[config.mk]
export PLATFORM = sky130hd
export DESIGN_NAME = if_id_stage
export DESIGN_NICKNAME = d
export VERILOG_FILES = /design/src/rtl/if_id_stage.sv
export SDC_FILE = /design/constraint.sdc
export NUM_CORES = 1
export LEC_CHECK = 0
export CAP_MARGIN = 20
export CORE_MARGIN = 5
export CORE_UTILIZATION = 55
export DETAILED_ROUTE_END_ITERATION = 8
export DONT_BUFFER_PORTS = 1
export PLACE_DENSITY = 0.73
export SLEW_MARGIN = 20
export SYNTH_ARGS = -nofsm -noshare
export SYNTH_HDL_FRONTEND = slang
export SYNTH_SLANG_ARGS = --single-unit
[constraint.sdc]
create_clock -name clk -period 2.3 [get_ports clk]
set_clock_uncertainty 0.15 [all_clocks]
set_input_delay 0.575 -clock clk [delete_from_list [all_inputs] [get_ports clk]]
set_output_delay 0.575 -clock clk [all_outputs]
set_load 0.01 [all_outputs]
[src/rtl/if_id_stage.sv]
// IF/ID pipeline stage: owns the fetch PC and the IF/ID instruction register,
// applying redirect (flush), hold (stall) or advance (run) once per clock.
module if_id_stage (
  input  logic        clk,
  input  logic        reset,
  input  logic        Stall,
  input  logic        Flush,
  input  logic [31:0] Target_Addr,
  input  logic [31:0] Inst_In,
  output logic [31:0] PC_Out,
  output logic [31:0] IFID_IR,
  output logic [31:0] IFID_PC4,
  output logic        IFID_Valid,
  output logic        Bubble,
  output logic [7:0]  Stall_Cnt,
  output logic [7:0]  Flush_Cnt
);

  typedef enum logic [1:0] {
    MODE_RUN   = 2'd0,
    MODE_STALL = 2'd1,
    MODE_FLUSH = 2'd2
  } mode_e;

  mode_e       mode;
  logic [31:0] pc_q, pc_d;
  logic [31:0] ir_q, ir_d;
  logic [31:0] pc4_q, pc4_d;
  logic        valid_q, valid_d;
  logic [7:0]  stall_cnt_q, stall_cnt_d;
  logic [7:0]  flush_cnt_q, flush_cnt_d;
  logic [31:0] pc_plus4;

  // Flush outranks stall: a redirect discards whatever the stall was holding.
  always_comb begin
    mode = MODE_RUN;
    if (Flush)      mode = MODE_FLUSH;
    else if (Stall) mode = MODE_STALL;
  end

  assign pc_plus4 = pc_q + 32'd4;

  always_comb begin
    pc_d        = pc_q;
    ir_d        = ir_q;
    pc4_d       = pc4_q;
    valid_d     = valid_q;
    stall_cnt_d = stall_cnt_q;
    flush_cnt_d = flush_cnt_q;
    unique case (mode)
      MODE_FLUSH: begin
        pc_d    = {Target_Addr[31:2], 2'b00};
        ir_d    = 32'h0000_0000;
        pc4_d   = 32'h0000_0000;
        valid_d = 1'b0;
        if (flush_cnt_q != 8'hFF) flush_cnt_d = flush_cnt_q + 8'd1;
      end
      MODE_STALL: begin
        if (stall_cnt_q != 8'hFF) stall_cnt_d = stall_cnt_q + 8'd1;
      end
      default: begin
        pc_d    = pc_plus4;
        ir_d    = Inst_In;
        pc4_d   = pc_plus4;
        valid_d = 1'b1;
      end
    endcase
  end

  always_ff @(posedge clk) begin
    if (reset) begin
      pc_q        <= 32'h0000_0000;
      ir_q        <= 32'h0000_0000;
      pc4_q       <= 32'h0000_0000;
      valid_q     <= 1'b0;
      stall_cnt_q <= 8'h00;
      flush_cnt_q <= 8'h00;
    end else begin
      pc_q        <= pc_d;
      ir_q        <= ir_d;
      pc4_q       <= pc4_d;
      valid_q     <= valid_d;
      stall_cnt_q <= stall_cnt_d;
      flush_cnt_q <= flush_cnt_d;
    end
  end

  // Bubble is deliberately independent of reset so ID/EX sees it immediately.
  assign Bubble     = Stall | Flush;
  assign PC_Out     = pc_q;
  assign IFID_IR    = ir_q;
  assign IFID_PC4   = pc4_q;
  assign IFID_Valid = valid_q;
  assign Stall_Cnt  = stall_cnt_q;
  assign Flush_Cnt  = flush_cnt_q;

endmodule
# Word-level counts from Yosys, hierarchy flattened
# Index checks and enable logic that the tools add are counted.
# Widths: inputs -> output; s select.
# word_totals
ff_bits	113
inputBits	68
out_inout_bits	114
# classes
addsub	3
eq_ne	4
mux	6
n_bitwise	1
n_reduce_logical	2
# op_table
cell	count
$pmux 32 s2	3
$add 32x3->32 const B	1
$add 8x1->8 const B	2
$ne 8x8->1 const B	2
$reduce_and 2->1	2
$eq 2x1->1 const B	1
$eq 2x2->1 const B	1
$mux 2	1
$pmux 1 s2	1
$mux 1	1
$or 1x1->1	1

# Depth between registers and ports, before layout
# logic_depth
depth_word	4
ltp_mapped	7

# Least setup slack after synthesis
# No wires, ideal clock.
# synth_path
path_type	input to output
from	in Stall
to	out Bubble
t_arrival_ns	1.745
required_ns	1.575
slack_ns	-0.170
stages	5
cell_sequence	buf_2 -> buf_2 -> buf_1 -> clkbuf_1 -> or2_2
# synth_between
elab_chain_len	1
# synth_rtl
element	line	rtl
from (decl)	6	input logic Stall,
$or 1x1->1	89	assign Bubble = Stall | Flush;
to (decl)	14	output logic Bubble,
# No other way between the ends.

# Final worst setup path
# layout_path
from	reg pc_q[2], in the netlist PC_Out[2]
to	reg pc_q[22], in the netlist PC_Out[22]
# layout_between
elab_chain_len	2
# layout_rtl
element	line	rtl
from (decl)	26	logic [31:0] pc_q, pc_d;
from (signal assigned)	79	pc_q <= pc_d;
$add 32x3->32	41	assign pc_plus4 = pc_q + 32'd4;
$pmux 32 s2	50	unique case (mode)
# No other way between the ends.
# A chain may end at the register's enable or synchronous reset.

==> qor.csv <==
stage;metric;value;unit
status;outcome;complete, no violations;
job;max_cap_viol_count;0;
clock_tree;numCtsBuffers;9;
sta;setup-violations-final;0;
synthesis;synth.avg_cell_area;8.63;µm²
grt;grt_pass1_vias;3585;
sta;fin_ws;286;ps
drt;drtAntennaViolNets;0;
cells_and_area;drive_above_1_share;8.93;%
drt;dr.pass1.iters;5;
cells_and_area;final_common_cell;dfxtp_1;
clock_tree;cts_sinks;110;
place;pre_cts_slack;271;ps
place;post-dp-hpwl;8.64;mm
drt;drtIter0Drc;138;
power_and_ir_drop;power.total;3680;µW
sta;rsz0062_at_grt;no;
drt;post_drt_via_cell_ratio;5.64;
sta;max_freq;496;MHz
clock_tree;clock_latency;370;ps
grt;grt_pass1_wl;18.4;mm
sta;hold_ws;111;ps
grt;track_usage;20.4;%
drt;drc;0;
synthesis;syn-cell-area;0.00502;mm²
die;num_rows;34;
clock_tree;htreeDepth;3;
cells_and_area;layout.cells.most_common_list;dfxtp_1 (110), nor2_1 (91), nand2_1 (46), mux2i_1 (43), xor2_1 (35);
die;fp.dieW;106;µm
place;port_buffers;0;
sta;min_period;2010;ps
sta;setup-tns-final;0;ps
power_and_ir_drop;p_per_area;682;mW/mm²
die;die_h;106;µm
synthesis;synth_cell_types;43;
setup_path;worst-path-max-fanout;4;
setup_path;worstPathRequired;2420;ps
setup_path;crit_arrival;2130;ps
grt;grt_remaining_overflow;0;
die;die-area;0.0111;mm²
cells_and_area;syn2layout_area_growth;7.55;%
synthesis;synth_ff_type;dfxtp_1;
synthesis;yosys_warnings;0;
sta;slew-limit-headroom;51.9;%
synthesis;synth_edf_count;0;
place;routabilityCongestion;0.806;
setup_path;end_kind;flip-flop;
synthesis;ys_seq_area_share;43.8;%
drt;wirelength;11.9;mm
grt;grt_max_degree;65;
sta;min_period_over_period;87.6;%
clock_tree;clockBufferDepth;2;
synthesis;synth-seq-cells;110;
power_and_ir_drop;p_leak;0.00212;µW
setup_path;worstSetupPathType;reg -> reg;
clock_tree;cts_setup_buffers;0;
clock_tree;hold_buffers;0;
cells_and_area;finalNetCount;648;
power_and_ir_drop;vdd_drop_max;0.000358;V
synthesis;syn_inst;582;
hold_path;hp-class;in -> reg;
sta;hold_viol;0;
clock_tree;ctsResizeCount;0;
cells_and_area;diodes;0;
synthesis;ys_async_sr_fraction;0;%
drt;wire_per_inst;17.3;µm
clock_tree;clk_pin_slew;110;ps
grt;grt_antenna_before_repair;0;
setup_path;startpoint_type;flip-flop;
clock_tree;cts_tree;yes;
die;ios;182;
die;core_area;0.00881;mm²
cells_and_area;nFillCells;806;
clock_tree;cts-root-buf;clkbuf_8;
cells_and_area;fin_util;61.3;%
sta;drv_slew;0;
drt;vias;3890;
sta;tightest_slew;721;ps
die;initial_core_util;57.0;%
-- Yosys cell counts, drive strengths merged (3+ instances only) --
master  count  area, µm²
a21oi      34        170
nor3       11       60.1
inv        17       63.8
nor2b       5       31.3
clkbuf     30        116
nand2      47        179
nand3      23        120
nor2       91        342
xor2       35        307
a211oi      4       35.0
nor4        7       68.8
o21bai      4       30.0
ha          3       37.5
and4        5       43.8
buf        12       61.3
and3        4       25.0
dfxtp     110       2200
o21a       13       97.6
mux2i      43        430
nand4      14       87.6
or2         3       18.8
xnor2      31        272
o21ai      18       90.1
nand4b      3       26.3
-- worst max-delay path: stages (launching register included) --
cell,delay [ps]
dfxtp_1,350
ha_1,230
nand3_1,130
or4_4,480
nor4_2,300
xor2_1,100
o21a_1,180
-- kinds of logic after synthesis --
group,share of synthesized area (%)
simple gates,21.0
flops,43.8
compound gates,9.47
xor+xnor,11.5
buf+inv,4.81
mux,8.57
fa+ha+maj,0.747
other cells,0.0747
-- metrics by stage --
| step | instances | instance area [µm²] |
|---|---|---|
| final | 690 | 5400 |
| after global routing | 690 | 5400 |
| after CTS | 690 | 5400 |
| after detailed placement | 674 | 5170 |
| after global placement | 674 | 5170 |
| after floorplan | 583 | 5030 |
-- routing by layer --
metal,vias to the layer above,GRT usage (%),routed length [µm]
li1,1944,-,-
met1,1764,24.1,4830
met2,164,32.8,5620
met3,18,8.50,1250
met4,0,8.33,240
met5,-,0,0
-- path summary, 6_finish.rpt --
check              from            to  slack (ps)  depth (start not counted)
min reg2reg  IFID_Valid    IFID_Valid         350                          2
min               reset  Stall_Cnt[6]         110                          1
max           PC_Out[2]    PC_Out[22]         290                          6
max reg2reg   PC_Out[2]    PC_Out[22]         290                          6
-- registers in the layout, indices dropped and copies added (netlist names) --
register,count
PC_Out,30
IFID_PC4,31
IFID_Valid,1
Stall_Cnt,8
Flush_Cnt,8
IFID_IR,32
-- final cells by class --
class | count | area (µm²) | share of cell area [%]
well taps | 108 | 135 | 2.50
inverters | 17 | 63.8 | 1.18
clock inverters | 5 | 88.8 | 1.64
flip-flops and latches | 110 | 2200 | 40.8
repair buffers | 25 | 188 | 3.47
clock buffers | 11 | 141 | 2.62
multi-input cells | 414 | 2580 | 47.8
-- power by group --
group / internal (µW) / switching, µW / total (µW)
logic: 141 / 142 / 283
clock network: 658 / 666 / 1320
registers: 1980 / 100 / 2080
Note: power is estimated with default switching activity, not from simulation.
